## src/rtl/reg_arb_pkg.sv

```systemverilog
// Shared constants and request-operation encoding for the register access arbiter.
package reg_arb_pkg;

    localparam int DEF_NUM_REQ  = 4;
    localparam int DEF_NUM_REGS = 4;
    localparam int DEF_DATA_W   = 8;

    // Encoding matches the req_write bit: 1 = write, 0 = read.
    typedef enum logic {
        OP_READ  = 1'b0,
        OP_WRITE = 1'b1
    } req_op_e;

endpackage

```

## src/rtl/register_module.sv

```systemverilog
// Single storage register with synchronous reset and write enable.
module register_module
    import reg_arb_pkg::*;
#(
    parameter int DATA_W = DEF_DATA_W
) (
    input  logic              clk,
    input  logic              rst,
    input  logic              write_enable,
    input  logic [DATA_W-1:0] wdata,
    output logic [DATA_W-1:0] q
);

    // Load wdata when enabled; reset clears the contents.
    always_ff @(posedge clk) begin
        if (rst) begin
            q <= '0;
        end else if (write_enable) begin
            q <= wdata;
        end
    end

endmodule

```

## src/rtl/rr_arbiter.sv

```systemverilog
// Combinational round-robin arbiter: grants the first requester at or after ptr, wrapping.
module rr_arbiter #(
    parameter int N = 4
) (
    input  logic [N-1:0]         req,
    input  logic [$clog2(N)-1:0] ptr,
    output logic [N-1:0]         grant
);

    localparam int PW = $clog2(N);

    logic [31:0]   sum;
    logic [PW-1:0] idx;
    logic          found;

    // Scan requesters starting at ptr; the first valid one wins.
    always_comb begin
        grant = '0;
        found = 1'b0;
        sum   = '0;
        idx   = '0;
        for (int unsigned k = 0; k < N; k++) begin
            sum = 32'(ptr) + k;
            if (sum >= N) begin
                sum = sum - N;
            end
            idx = PW'(sum);
            if (!found && req[idx]) begin
                grant[idx] = 1'b1;
                found      = 1'b1;
            end
        end
    end

endmodule

```

## src/rtl/reg_access_arbiter.sv

```systemverilog
// Round-robin shared access to a bank of registers over a valid/ready handshake.
module reg_access_arbiter
    import reg_arb_pkg::*;
#(
    parameter int NUM_REQ  = DEF_NUM_REQ,
    parameter int NUM_REGS = DEF_NUM_REGS,
    parameter int DATA_W   = DEF_DATA_W
) (
    input  logic                                 clk,
    input  logic                                 rst,
    input  logic [NUM_REQ-1:0]                   req_valid,
    input  logic [NUM_REQ-1:0]                   req_write,
    input  logic [NUM_REQ*$clog2(NUM_REGS)-1:0]  req_addr,
    input  logic [NUM_REQ*DATA_W-1:0]            req_wdata,
    output logic [NUM_REQ-1:0]                   req_ready,
    output logic [NUM_REQ-1:0]                   rsp_valid,
    output logic [DATA_W-1:0]                    rsp_rdata,
    output logic [NUM_REGS*DATA_W-1:0]           reg_q
);

    localparam int AW = $clog2(NUM_REGS);
    localparam int PW = $clog2(NUM_REQ);

    logic [PW-1:0]       ptr;
    logic [NUM_REQ-1:0]  arb_grant;
    logic [NUM_REQ-1:0]  grant;
    logic [PW-1:0]       gidx;
    logic                hs;
    req_op_e             sel_op;
    logic [AW-1:0]       sel_addr;
    logic [DATA_W-1:0]   sel_wdata;
    logic [DATA_W-1:0]   rd_data;
    logic [NUM_REGS-1:0] we;

    rr_arbiter #(
        .N(NUM_REQ)
    ) u_arb (
        .req   (req_valid),
        .ptr   (ptr),
        .grant (arb_grant)
    );

    // Reset suppresses any grant so nothing handshakes during rst.
    always_comb begin
        grant = rst ? '0 : arb_grant;
    end

    assign req_ready = grant;
    assign hs        = |grant;

    // Route the granted requester's command to the shared write/read path.
    always_comb begin
        gidx      = '0;
        sel_op    = OP_READ;
        sel_addr  = '0;
        sel_wdata = '0;
        for (int unsigned i = 0; i < NUM_REQ; i++) begin
            if (grant[i]) begin
                gidx      = PW'(i);
                sel_op    = req_op_e'(req_write[i]);
                sel_addr  = req_addr[i*AW +: AW];
                sel_wdata = req_wdata[i*DATA_W +: DATA_W];
            end
        end
    end

    // Read mux: register contents before the handshake edge.
    always_comb begin
        rd_data = '0;
        for (int unsigned r = 0; r < NUM_REGS; r++) begin
            if (sel_addr == AW'(r)) begin
                rd_data = reg_q[r*DATA_W +: DATA_W];
            end
        end
    end

    for (genvar r = 0; r < NUM_REGS; r++) begin : g_regs
        assign we[r] = hs && (sel_op == OP_WRITE) && (sel_addr == AW'(r));

        register_module #(
            .DATA_W(DATA_W)
        ) u_reg (
            .clk          (clk),
            .rst          (rst),
            .write_enable (we[r]),
            .wdata        (sel_wdata),
            .q            (reg_q[r*DATA_W +: DATA_W])
        );
    end

    // Priority pointer moves just past the requester that completed a handshake.
    always_ff @(posedge clk) begin
        if (rst) begin
            ptr <= '0;
        end else if (hs) begin
            if (gidx == PW'(NUM_REQ - 1)) begin
                ptr <= '0;
            end else begin
                ptr <= gidx + PW'(1);
            end
        end
    end

    // One-cycle read response; data holds when no read completes.
    always_ff @(posedge clk) begin
        if (rst) begin
            rsp_valid <= '0;
            rsp_rdata <= '0;
        end else if (hs && (sel_op == OP_READ)) begin
            rsp_valid <= grant;
            rsp_rdata <= rd_data;
        end else begin
            rsp_valid <= '0;
        end
    end

endmodule

```

## config.mk

```make
export PLATFORM = sky130hd
export DESIGN_NAME = reg_access_arbiter
export DESIGN_NICKNAME = d
export VERILOG_FILES = /design/src/rtl/reg_arb_pkg.sv /design/src/rtl/register_module.sv /design/src/rtl/rr_arbiter.sv /design/src/rtl/reg_access_arbiter.sv
export SDC_FILE = /design/constraint.sdc
export NUM_CORES = 1
export LEC_CHECK = 0
export ABC_AREA = 1
export BUFFER_PORTS_ARGS = -buffer_cell sky130_fd_sc_hd__clkbuf_2
export CAP_MARGIN = 10
export CORE_MARGIN = 5
export CORE_UTILIZATION = 45
export CTS_CLUSTER_SIZE = 30
export DETAILED_ROUTE_END_ITERATION = 8
export PLACE_DENSITY = 0.7
export SLEW_MARGIN = 15
export SYNTH_ARGS = -nofsm -noshare
export SYNTH_HDL_FRONTEND = slang
export SYNTH_SLANG_ARGS = --single-unit
export TNS_END_PERCENT = 30
```

## constraint.sdc

```tcl
create_clock -name clk -period 3.05 [get_ports clk]
set_input_delay 0.1525 -clock clk [delete_from_list [all_inputs] [get_ports clk]]
set_output_delay 0.1525 -clock clk [all_outputs]
set_load 0.01 [all_outputs]
```

-- Word-level counts from Yosys, hierarchy flattened
Cells that the tools add are included.
- bits in registers: 46
- latch bits: 0
- bits in writable memories: 0
- ROM bits: 0
- logic and storage cells: 103
- memories: 0
- add/sub/neg operators: 8
- $mul: 0
- divide/modulo/power cells: 0
- order comparisons: 12
- equality and inequality tests: 4
- shifts and indexed selects: 0
- multiplexer cells: 48
- bitwise operators: 5
- reduce and logical (&&, ||, !) cells: 19
- operators by type and width (operator ; count):
    2-to-1 mux 8 bit ; 8
    2-to-1 mux 2 bit ; 11
    2-to-1 mux 4 bit ; 5
    2-to-1 mux 1 bit ; 16
    logical AND 1 bit ; 13
    less-than comparator 2 x 3 -> 1 bit, second input constant ; 4
    OR 4 bit ; 3
    greater-or-equal comparator 3 bit, second input constant ; 3
    binary-select mux 1 bit (select 2 bit) ; 4
    demux 1 bit (select 2 bit) ; 4
    greater-or-equal comparator 2 x 1 -> 1 bit, second input constant ; 4
    subtractor 2 x 1 -> 2 bit, second input constant ; 4
    adder 2 x 2 -> 3 bit, second input constant ; 2
    == test 2 bit, second input constant ; 3
    OR reduction 4 bit ; 1
    adder 2 x 1 -> 3 bit, second input constant ; 1
    greater-or-equal comparator 2 x 3 -> 1 bit, second input constant ; 1
    zero test 1 bit ; 3
    adder 2 x 1 -> 2 bit, second input constant ; 1
    == test 2 x 1 -> 1 bit, second input constant ; 1
    zero test 2 bit ; 1
    NOT 1 bit ; 2
    OR reduction 2 bit ; 1

-- Depth between registers and ports, before layout
Gate-level depths: netlist of the first run.
- word-level depth: 24
- mapped depth: 21
- mapped depth without buffers: 20

-- Hierarchy
A second synthesis of the first run with hierarchy kept.
- cells, all modules: 481
- area total of the unflattened synthesis: 2995.4 um^2
- by module, submodules not included (module ; times used ; cells an instance ; area an instance (um^2)):
    register_module ; 4 ; 51 ; 341.6
    reg_access_arbiter ; 1 ; 204 ; 1232.4
    rr_arbiter ; 1 ; 73 ; 396.6

-- Worst setup path after synthesis of the first run
No wires, ideal clock.
- kind: reg2reg
- start point: register ptr[0]
- end point: register rsp_rdata[4]
- data arrival time: 2.637 ns
- data required time: 2.981 ns
- setup slack: 0.344 ns
- stages on the path, launching flop included: 22
- buffers on the path: 1
- period minus slack after synthesis: 2.706 ns
- path through: dfxtp_1 inv_2 ha_1 inv_1 nand3_1 nand2_1 nand2_4 clkinv_1 nand3_1 nand3_4 nand2_2 inv_4 nand2_1 nand2_1 clkinv_1 nand3_2 o21ai_4 nand2_4 buf_6 nor2_1 nand2_1 a21oi_2
- elaborated cells on any way between the ends: 79
- RTL lines (item ; line ; RTL):
    start: declaration ; reg_access_arbiter.sv:24 ; logic [PW-1:0] ptr;
    start signal: assignment ; reg_access_arbiter.sv:99 ; ptr <= gidx + PW'(1);
    parallel branches: the longest is 13 deep, another holds adder 2 x 1 -> 3 bit ; -- ;
    2-to-1 mux 4 bit (*) ; rr_arbiter.sv:28 ; if (!found && req[idx]) begin
    2-to-1 mux 4 bit (*) ; reg_access_arbiter.sv:45 ; grant = rst ? '0 : arb_grant;
    via req_ready[2] ; reg_access_arbiter.sv:15 ; output logic [NUM_REQ-1:0] req_ready,
    2-to-1 mux 2 bit (2 in series) ; reg_access_arbiter.sv:58 ; if (grant[i]) begin
    zero test 2 bit ; reg_access_arbiter.sv:71 ; if (sel_addr == AW'(r)) begin
    2-to-1 mux 8 bit (4 in series) ; reg_access_arbiter.sv:71 ;
    end signal: assignment ; reg_access_arbiter.sv:111 ; rsp_rdata <= rd_data;
    end: declaration ; reg_access_arbiter.sv:17 ; output logic [DATA_W-1:0] rsp_rdata,
Mark *: on every way through the listed nets, which the timed path passes. The select of a mux whose other input is x is not followed.
A chain may end at the register's enable or synchronous reset.

-- Final worst setup path of the first run
- start point: register ptr[0]
- end point: register g_regs[1].u_reg.q[5]
- word-level cells in the longest chain between the ends: 21
- elaborated cells on any way between the ends: 76
- RTL lines (item ; line ; RTL):
    parallel branches: the longest is 13 deep, another holds adder 2 x 1 -> 3 bit ; -- ;
    2-to-1 mux 4 bit (*) ; rr_arbiter.sv:28 ;
    2-to-1 mux 4 bit (*) ; reg_access_arbiter.sv:45 ;
    2-to-1 mux 2 bit / 2-to-1 mux 1 bit (equally long branches) (4 in series) ; reg_access_arbiter.sv:58 ;
    == test 2 x 1 -> 1 bit / logical AND 1 bit (equally long branches) ; reg_access_arbiter.sv:78 ; assign we[r] = hs && (sel_op == OP_WRITE) && (sel_addr == AW'(r));
    logical AND 1 bit ; reg_access_arbiter.sv:78 ;
    end signal: assignment ; register_module.sv:19 ; q <= wdata;
    end: declaration ; register_module.sv:11 ; output logic [DATA_W-1:0] q
Every way passes the cells marked *. The select of a mux whose other input is x is not followed.

==> results of run 1 <==
[report_power, final]
part           internal (mW)  leakage [nW]  switching [mW]
Sequential             0.742         0.373          0.0937
Combinational          0.780          1.41            1.38
Clock                  0.245        0.0524           0.204
[synth_stat cells]
| library cell | instances | share of area |
|---|---|---|
| nand2_4 | 6 | 0.023 |
| nor2_2 | 1 | 0.0022 |
| a21o_1 | 6 | 0.016 |
| nand2_2 | 7 | 0.015 |
| a2111oi_0 | 1 | 0.0030 |
| o21ai_4 | 1 | 0.0056 |
| o21ai_0 | 19 | 0.033 |
| or2_2 | 2 | 0.0043 |
| ha_1 | 8 | 0.035 |
| a21boi_0 | 2 | 0.0052 |
| nor2_4 | 7 | 0.027 |
| clkbuf_1 | 4 | 0.0052 |
| nand2_8 | 1 | 0.0069 |
| or2_0 | 2 | 0.0043 |
| o21a_1 | 3 | 0.0078 |
| inv_1 | 34 | 0.044 |
| dfxtp_1 | 46 | 0.32 |
| inv_2 | 3 | 0.0039 |
| nand4_1 | 4 | 0.0087 |
| nand3_2 | 3 | 0.010 |
| o21ai_2 | 1 | 0.0030 |
| a21oi_1 | 36 | 0.062 |
| nand3b_4 | 3 | 0.021 |
| buf_2 | 3 | 0.0052 |
| a22oi_1 | 1 | 0.0026 |
| buf_6 | 6 | 0.023 |
| a211oi_1 | 3 | 0.0078 |
| o22ai_1 | 1 | 0.0022 |
| nand2_1 | 78 | 0.10 |
| o21ai_1 | 10 | 0.017 |
| nand3_4 | 1 | 0.0061 |
| nand3_1 | 53 | 0.092 |
| nor2_1 | 32 | 0.042 |
| inv_4 | 2 | 0.0043 |
| buf_4 | 4 | 0.010 |
| nor3_1 | 2 | 0.0035 |
| a21oi_2 | 4 | 0.012 |
| clkinv_1 | 3 | 0.0039 |
[logic make-up (layout without fill, tap and decap cells)]
kind of cell             Yosys count  after routing  share of synthesized area
AND/OR/NAND/NOR                  202            202                      0.368
buffers and inverters             59            167                      0.101
adder cells (fa/ha/maj)            8              8                     0.0347
AO/OA/AOI/OAI                     88             88                      0.178
flip-flops                        46             46                      0.319
[cell usage in the layout (no fill, tap or decap), types with 2 or more instances in the layout]
| cell type | n |
|---|---|
| nand3_2 | 3 |
| nor2_4 | 8 |
| clkbuf_2 | 97 |
| dfxtp_1 | 46 |
| nor2_1 | 32 |
| o21ai_1 | 10 |
| inv_4 | 2 |
| a21oi_1 | 36 |
| or2_0 | 2 |
| inv_2 | 3 |
| a21boi_0 | 2 |
| clkbuf_1 | 2 |
| ha_1 | 8 |
| o21ai_0 | 19 |
| nand3b_4 | 3 |
| nand2_1 | 78 |
| clkinv_1 | 3 |
| a21o_1 | 6 |
| nand2_4 | 7 |
| nand4_1 | 4 |
| or2_2 | 2 |
| o21a_1 | 3 |
| nand2_2 | 6 |
| nand3_1 | 53 |
| a211oi_1 | 3 |
| clkbuf_8 | 5 |
| a21oi_2 | 4 |
| buf_4 | 20 |
| inv_1 | 34 |
| nor3_1 | 2 |
[per-layer routing]
metal | share of wire | global-route usage
met5 | 0 | 0
met3 | 0.041 | 0.0351
met1 | 0.46 | 0.263
met4 | 0.014 | 0.0533
met2 | 0.48 | 0.333
[metrics by stage]
stage               setup WS (ps)  cells
finish                        208    588
CTS                           140    578
detailed placement            151    570
floorplan                     344    403
global route                -24.7    588
global placement              284    570
[timing repair]
item / 4_1_cts / 5_1_grt
setup buffers: 0 / 10
gates resized for setup: 0 / 2
endpoints found under the setup margin: 0 / 20
hold buffers: 0 / 0
[state kept, by name (all words and copies together) (netlist names)]
name / flops
ptr: 2
rsp_rdata: 8
rsp_valid: 4
g_regs.u_reg.q: 32
[worst paths after layout]
check / end / start
worst max-delay path: g_regs[1].u_reg.q[5] / ptr[0]
worst min-delay path: rsp_valid[3] / req_write[3]
worst max register to register: g_regs[1].u_reg.q[5] / ptr[0]
worst min register to register: rsp_rdata[0] / rsp_rdata[0]
[cell type report]
class                      instances  area share
multi-input combinational        298       0.467
sequential                        46       0.255
timing repair buffer             117       0.176
inverter                          42      0.0451
tap                               77      0.0267
clock buffer                       7      0.0212
clock inverter                     1     0.00832
==> results.cfg, run 1 <==
[yosys]
ys_warn_count = 0
syn_inst = 403
syn_nets = 461
syn_area_um2 = 2890
yosysUniqueCellTypes = 38
ys_seq_elements = 46
synth.avg_cell_area_um2 = 7.16
yosysSeqAreaShare = 0.319

[route]
wire_per_inst_um = 14.1
dr.pass1.iters = 4
wl_um = 8290
vias = 3004
drtIter0Drc = 141
viasPerCell = 5.11
ant_nets = 0
drc = 0

[cells_and_area]
syn_to_final_growth_pct = 25.0
multi_input_area_um2 = 1690
nNetsFinal = 568
postLayoutCoreUtil = 0.575
drive_above_1_share = 0.323
seq_area_um2 = 921
design_area_um2 = 3610
fillCellCount = 624
num_antenna_cells = 0

[setup_path]
crit_fanout = 27
path_cells = inv_2 -> ha_1 -> inv_1 -> nand3_1 -> nand2_1 -> nand2_4 -> nor2_4 -> nand2_1 -> nand3b_4 -> nand2_4 -> nor2_4 -> nand2_2 -> nand3b_4 -> nand2_8 -> nand2_1 -> nor2_4 -> buf_4 -> o21ai_0 -> a21oi_1
path_depth = 19
cpPeakStageDelay_ps = 350
path_class = flop to flop
required_ps = 3240
critical_path_buf_inv_count = 3
critPathArrivalTime_ps = 3040
end_kind = flop
r2r_slack_ps = 210
critPathLaunchType = flop
cp_top_family = simple AND/OR/NAND/NOR gates
ff2ff_path_depth = 19
cp_slowest_cell = dfxtp_1

[grt]
grt-ovfl-total = 0
grt_use_total = 0.199
antenna_found_initial = 0
grt_pass1_wl_um = 13600
grt_pass1_vias = 2890
grt_max_degree = 33

[timing]
finalCritPeriodShare = 0.932
max_freq_ghz = 0.352
fin_skew_ps = 6.34
rsz0062_at_grt = yes
max_slew_margin = 0.613
fin_crit_ps = 2840
hold_viol_final = 0
worstMarginPinSlew_ps = 580
fin_setup_tns_ps = 0
slew_viol_final = 0
setup_viol = 0
hold-worst-slack_ps = 70.1

[clock_network]
root_buffer = clkbuf_8
clockBufferDepth = 2
cts.clk_slew.worst_paths_ps = 90
htreeDepth = 2
numCtsBuffers = 5
cts_sinks = 46
cts_tree = built
clock_latency_ps = 300

[power_and_ir_drop]
leakage_nw = 1.84
power_mw = 3.44
powerDensity_nw_per_um2 = 955
vdd_drop_max_mv = 0.422

[floorplanning]
dieArea_um2 = 8120
initial_core_util = 0.460
die_h_um = 90.1
rows = 29
ios = 98
coreArea_um2 = 6280
die_w_um = 90.1

[placed_design]
post-dp-hpwl_um = 6530
io_buffers = 97
globalplace.congestion = 0.926
place_area_um2 = 3420

[worst_hold_path]
whs_path_depth = 2
hp-class = input pin to flop

[run_status]
status = finished clean

[flow_run]
maxCapViolations = 0
Power figures use the tool's default switching activity.
==> inputs of run 2 (changes only) <==
--- a/config.mk
+++ b/config.mk
@@ -6,13 +6,15 @@
 export NUM_CORES = 1
 export LEC_CHECK = 0
 export ABC_AREA = 1
+export ABC_CLOCK_PERIOD_IN_PS = 3050
 export BUFFER_PORTS_ARGS = -buffer_cell sky130_fd_sc_hd__clkbuf_2
 export CAP_MARGIN = 10
-export CORE_MARGIN = 5
+export CORE_MARGIN = 4
 export CORE_UTILIZATION = 45
 export CTS_CLUSTER_SIZE = 30
 export DETAILED_ROUTE_END_ITERATION = 8
 export PLACE_DENSITY = 0.7
+export REMOVE_ABC_BUFFERS = 1
 export SLEW_MARGIN = 15
 export SYNTH_ARGS = -nofsm -noshare
 export SYNTH_HDL_FRONTEND = slang
==> run 2 against run 1 <==
Final cell count is 0.17% lower. Die area is 4.4% lower. Critical path depth is 1 higher. Flip-flop and latch count stayed put. Global-route usage is 2.3 points higher. Register-to-register slack better by 20 ps. Clock skew is 3.1 ps higher. Core utilization is 2.9 points higher. Total power is 1.4% higher. Sequential share of layout area is 0.31 points lower. Maximum frequency is 0.86% higher.
==> results.cfg, run 2 (same netlist as run 1, synthesis figures left out) <==
[timing]
setup_viol = 0
max_slew_margin = 0.584
fin_crit_ps = 2820
max_freq_ghz = 0.355
finalCritPeriodShare = 0.924
slew_viol_final = 0
hold_viol_final = 0
worstMarginPinSlew_ps = 623
fin_setup_tns_ps = 0
fin_skew_ps = 9.42

[setup_path]
cp_slowest_cell = dfxtp_2
r2r-start = ptr[0]
path_class = flop to flop
r2r_end = g_regs[0].u_reg.q[5]
critPathArrivalTime_ps = 3060
crit_fanout = 12
critical_path_buf_inv_count = 6
path_cells = inv_4 -> ha_4 -> inv_1 -> nand3_1 -> nand2_1 -> nand2_4 -> clkinv_1 -> nand3_1 -> nand3_4 -> nand2_4 -> inv_6 -> nand2_1 -> nand2_1 -> clkinv_1 -> nand3_2 -> o21ai_4 -> nor2_4 -> buf_4 -> o21ai_1 -> a21oi_1
required_ps = 3290
end_kind = flop
critPathLaunchType = flop
cpPeakStageDelay_ps = 350
crit_top_cell = nand2_1
ff2ff_path_depth = 20
r2r_slack_ps = 230
cp_top_family = simple AND/OR/NAND/NOR gates

[route]
drt-met1-wl_um = 3750
wl_met3_um = 560
drtIter0Drc = 220
dr.pass1.iters = 5
wl_um = 8710
routed.top_layer = met4
drc = 0
viasPerCell = 5.29
vias = 3108
wire_per_inst_um = 14.8
wl_met2_um = 4270
ant_nets = 0

[power_and_ir_drop]
switching_share = 0.508
pwr-share-seq = 0.240
power.net_switching_mw = 1.77
pwr-share-comb = 0.646
powerDensity_nw_per_um2 = 955
vdd_drop_max_mv = 0.472
leakage_nw = 1.83
power.internal_mw = 1.72
clkPwrFrac = 0.114

[cells_and_area]
seq_area_um2 = 922
num_antenna_cells = 0
multi_input_area_um2 = 1720
layout_common_cells = 97 x clkbuf_2, 76 x nand2_1, 53 x nand3_1, 45 x dfxtp_1, 36 x a21oi_1
reg_top3 = g_regs.u_reg.q x32, rsp_rdata x8, rsp_valid x4
largest_reg_flops = 32
postLayoutCoreUtil = 0.603
drive_above_1_share = 0.338
nNetsFinal = 569
top_register = g_regs.u_reg.q
fillCellCount = 574
final_common_cell = clkbuf_2
syn_to_final_growth_pct = 26.7

[clock_network]
cts_sinks = 46
cts.clk_slew.worst_paths_ps = 100
clock_latency_ps = 310
htreeDepth = 2
clockBufferDepth = 2
numCtsBuffers = 5
hold_buffers = 0
root_buffer = clkbuf_8
cts_tree = built

[floorplanning]
die_w_um = 88.1
rows = 28
coreArea_um2 = 6060
ios = 98
initial_core_util = 0.476
dieArea_um2 = 7760
die_h_um = 88.1

[grt]
grt_pass1_wl_um = 13700
antenna_found_initial = 0
grt_pass1_vias = 2890
grt-ovfl-total = 0
grt_use_total = 0.222
grt_max_degree = 31

[placed_design]
post-dp-hpwl_um = 6410
globalplace.congestion = 0.938
io_buffers = 97

[worst_hold_path]
whs_path_depth = 2
hp-class = input pin to flop
min_from = req_write[3]
min_to = rsp_valid[3]

[run_status]
status = finished clean

[flow_run]
maxCapViolations = 0
[run 2: cell count changes in the layout (fill, tap and decap cells not counted), sizes merged]
cell and delta:
buf +1, clkinvlp +3, clkbuf -2, bufinv -1
[run 2: area by class of cell]
type,instances,area share
Clock buffer,5,0.0188
Clock inverter,3,0.00650
Inverter,42,0.0469
Multi-Input combinational cell,298,0.471
Sequential cell,46,0.252
Tap cell,75,0.0257
Timing Repair Buffer,118,0.179
[run 2: repair_timing]
item                       CTS  global route
buffers inserted             0            12
resized for setup            0            17
setup endpoints to repair    0            40
[run 2: per-stage QoR]
stage / power [mW] / hold WS (ps) / instance area [µm²] / worst slack [ps] / std cells
6_report: 3.49 / 52.9 / 3660 / 232 / 587
5_1_grt: 3.78 / 56.4 / 3660 / -10.4 / 587
3_5_place_dp: 2.84 / 379 / 3410 / 35.3 / 567
4_1_cts: 3.24 / 53.8 / 3500 / 9.95 / 575
3_3_place_gp: 2.82 / 378 / 3410 / 136 / 567
2_1_floorplan: 2.23 / 215 / 2760 / -475 / 386
[run 2: power groups by stage]
stage	registers, mW	logic (mW)	clock network [mW]
final	0.838	2.26	0.399
after floorplan	0.901	1.33	0
after global placement	0.846	1.97	0
after global routing	0.853	2.50	0.426
after CTS	0.833	2.01	0.402
after detailed placement	0.846	2.00	0
[run 2: metal layers]
layer	GRT usage	vias up
met1	0.283	1432
met4	0.0563	0
met2	0.384	109
met3	0.0470	14
met5	0	-
li1	-	1553
[run 2: worst register-to-register path, delay by kind of cell (launching register included)]
kind	cells	cell delay, ps
simple gates	10	1130
buf+inv	6	700
compound gates	3	350
flops	1	350
fa+ha+maj	1	230
[run 2: worst max-delay path by stage]
stage	endpoint	slack [ps]	cells past startpoint	start
after floorplan	g_regs[1].u_reg.q[7]	-480	20	ptr[0]
after global placement	rsp_rdata[7]	140	20	ptr[0]
after detailed placement	rsp_rdata[7]	40	20	ptr[0]
after CTS	rsp_rdata[7]	10	20	ptr[0]
after global routing	g_regs[0].u_reg.q[5]	-10	21	ptr[1]
final	g_regs[0].u_reg.q[5]	230	20	ptr[0]
==> inputs of run 3 (changes only) <==
--- a/config.mk
+++ b/config.mk
@@ -15,6 +15,7 @@
 export DETAILED_ROUTE_END_ITERATION = 8
 export PLACE_DENSITY = 0.7
 export REMOVE_ABC_BUFFERS = 1
+export SETUP_SLACK_MARGIN = 0.5
 export SLEW_MARGIN = 15
 export SYNTH_ARGS = -nofsm -noshare
 export SYNTH_HDL_FRONTEND = slang
==> run 3 against run 2 <==
Clock skew is 1.6 ps lower. Final cell count is 5.3% higher. First-iteration DRC count is 20% higher. Final area is 14% higher. Clock-buffer cell count stayed put. Clock power is 2% higher. Non-clock buffer count is 28 higher. Global-route usage is 2.7 points higher. Via count is 8.0% higher. Combinational power is 36% higher. Worst hold slack worse by 5.6 ps. Sequential power is 1% higher. Critical path type unchanged. Largest cell class unchanged. Highest routed layer unchanged.
==> results.cfg, run 3 (same netlist as run 1, synthesis figures left out) <==
[timing]
fin_setup_tns_ps = 0
slew_viol_final = 0
max_freq_ghz = 0.380
rsz0062_at_grt = yes
setup_viol = 0
fin_skew_ps = 7.85
max_slew_margin = 0.457
hold_viol_final = 0
fin_crit_ps = 2630
worstMarginPinSlew_ps = 814
finalCritPeriodShare = 0.862

[grt]
grt-ovfl-total = 0
antenna_found_initial = 0
grt_use_total = 0.249
grt_pass1_vias = 3249
grt_pass1_wl_um = 15200
grt_max_degree = 31

[cells_and_area]
fillCellCount = 484
layout_common_cells = 97 x clkbuf_2, 64 x nand2_1, 44 x dfxtp_1, 43 x nand3_1, 35 x buf_4
num_antenna_cells = 0
final_common_cell = clkbuf_2
largest_reg_flops = 32
nNetsFinal = 600
drive_above_1_share = 0.473
syn_to_final_growth_pct = 44.9
design_area_um2 = 4180
reg_top3 = g_regs.u_reg.q x32, rsp_rdata x8, rsp_valid x4
final_cells = 618
top_register = g_regs.u_reg.q

[route]
viasPerCell = 5.43
dr.pass1.iters = 4
drtIter0Drc = 264
ant_nets = 0
wl_um = 10300
drc = 0
vias = 3356
wire_per_inst_um = 16.7

[placed_design]
place_area_um2 = 3410
io_buffers = 97
dp.cells = 567
globalplace.congestion = 0.938
post-dp-hpwl_um = 6410

[floorplanning]
initial_core_util = 0.476
ios = 98
die_h_um = 88.1
dieArea_um2 = 7760
coreArea_um2 = 6060
die_w_um = 88.1
rows = 28

[worst_hold_path]
whs_path_depth = 2
min_to = rsp_valid[3]
hp-class = input pin to flop
min_from = req_write[3]

[clock_network]
clock_latency_ps = 310
htreeDepth = 2
cts_sinks = 46
numCtsBuffers = 5
cts_tree = built
cts.clk_slew.worst_paths_ps = 100
root_buffer = clkbuf_8
hold_buffers = 0
clockBufferDepth = 2

[power_and_ir_drop]
clkPwrFrac = 0.094
pwr-share-seq = 0.196
leakage_nw = 2.08
power.net_switching_mw = 2.15
power.internal_mw = 2.18
pwr-share-comb = 0.710
switching_share = 0.497
powerDensity_nw_per_um2 = 1030
vdd_drop_max_mv = 0.553

[run_status]
status = finished clean

[setup_path]
path_class = flop to flop
crit_fanout = 8
end_kind = flop
r2r_slack_ps = 420
critPathLaunchType = flop
r2r_end = g_regs[2].u_reg.q[5]
r2r-start = ptr[0]
ff2ff_path_depth = 17
critPathArrivalTime_ps = 2880
required_ps = 3300

[flow_run]
maxCapViolations = 0
## run 3: cell types whose count changed in the layout (fill, tap and decap cells not counted), moves of 5 or more
cell | before | now
a21oi_1 | 36 | 31
a21oi_2 | 4 | 9
buf_4 | 20 | 35
buf_6 | 0 | 9
inv_1 | 33 | 27
inv_2 | 2 | 8
nand2_1 | 76 | 64
nand2_2 | 8 | 16
nand2_4 | 5 | 12
nand3_1 | 53 | 43
nand3_2 | 3 | 13
nor2_1 | 32 | 24
nor2_2 | 0 | 8
o21ai_0 | 17 | 10
## run 3: power groups by stage
stage | Combinational, mW | Clock, mW | Sequential, mW
global route | 3.30 | 0.427 | 0.863
CTS | 2.68 | 0.402 | 0.838
global placement | 1.97 | 0 | 0.846
floorplan | 1.33 | 0 | 0.901
detailed placement | 2.00 | 0 | 0.846
finish | 3.07 | 0.407 | 0.849
## run 3: worst max path at each step
stage,slack [ps],startpoint,depth (start not counted),end
6_report,420,ptr[0],17,g_regs[2].u_reg.q[5]
5_1_grt,260,ptr[0],16,g_regs[2].u_reg.q[6]
4_1_cts,480,ptr[0],20,g_regs[3].u_reg.q[3]
3_5_place_dp,40,ptr[0],20,rsp_rdata[7]
3_3_place_gp,140,ptr[0],20,rsp_rdata[7]
2_1_floorplan,-480,ptr[0],20,g_regs[1].u_reg.q[7]
## run 3: stage by stage
step           setup WS (ps)  hold WS [ps]  power (mW)   util
2_1_floorplan           -475           215        2.23      -
3_3_place_gp             136           378        2.82  0.562
3_5_place_dp            35.3           379        2.84  0.562
4_1_cts                  485          53.8        3.92  0.649
5_1_grt                  256          51.8        4.59  0.690
6_report                 420          47.3        4.33  0.690
## run 3: final cells by class
| type | count | area, µm² | area share |
|---|---|---|---|
| clock buffer | 5 | 68.8 | 0.0165 |
| clock inverter | 3 | 23.8 | 0.00568 |
| inverter | 42 | 185 | 0.0443 |
| multi-input combinational | 301 | 1930 | 0.462 |
| sequential | 46 | 926 | 0.221 |
| tap | 75 | 93.8 | 0.0224 |
| timing repair buffer | 146 | 952 | 0.228 |
## run 3: worst max-delay path, stage by stage (launching register included)
cell	delay, ps
dfxtp_4	390
inv_8	50
ha_4	290
nand3_2	70
nand2_2	90
nand2_4	60
nor2_4	170
nand2_2	90
nand3b_4	110
nand2_8	80
or2_4	300
nand2_4	110
buf_8	150
buf_4	110
nand2_2	60
nor2_4	200
o21ai_1	100
a21oi_1	130
## run 3: what timing repair did
action | 4_1_cts | 5_1_grt
setup endpoints to repair | 43 | 44
pin swaps | 16 | 27
gates resized for setup | 42 | 60
buffers inserted | 27 | 12
hold endpoints to repair | 0 | 0
gates cloned | 4 | 0
## run 3: per-layer routing
layer / share of wire / GRT usage / wire [µm] / vias up
met5: 0 / 0 / 0 / -
met4: 0.026 / 0.0975 / 265 / 0
met2: 0.50 / 0.426 / 5160 / 158
met3: 0.071 / 0.0546 / 732 / 26
met1: 0.40 / 0.305 / 4170 / 1559
li1: - / - / - / 1613
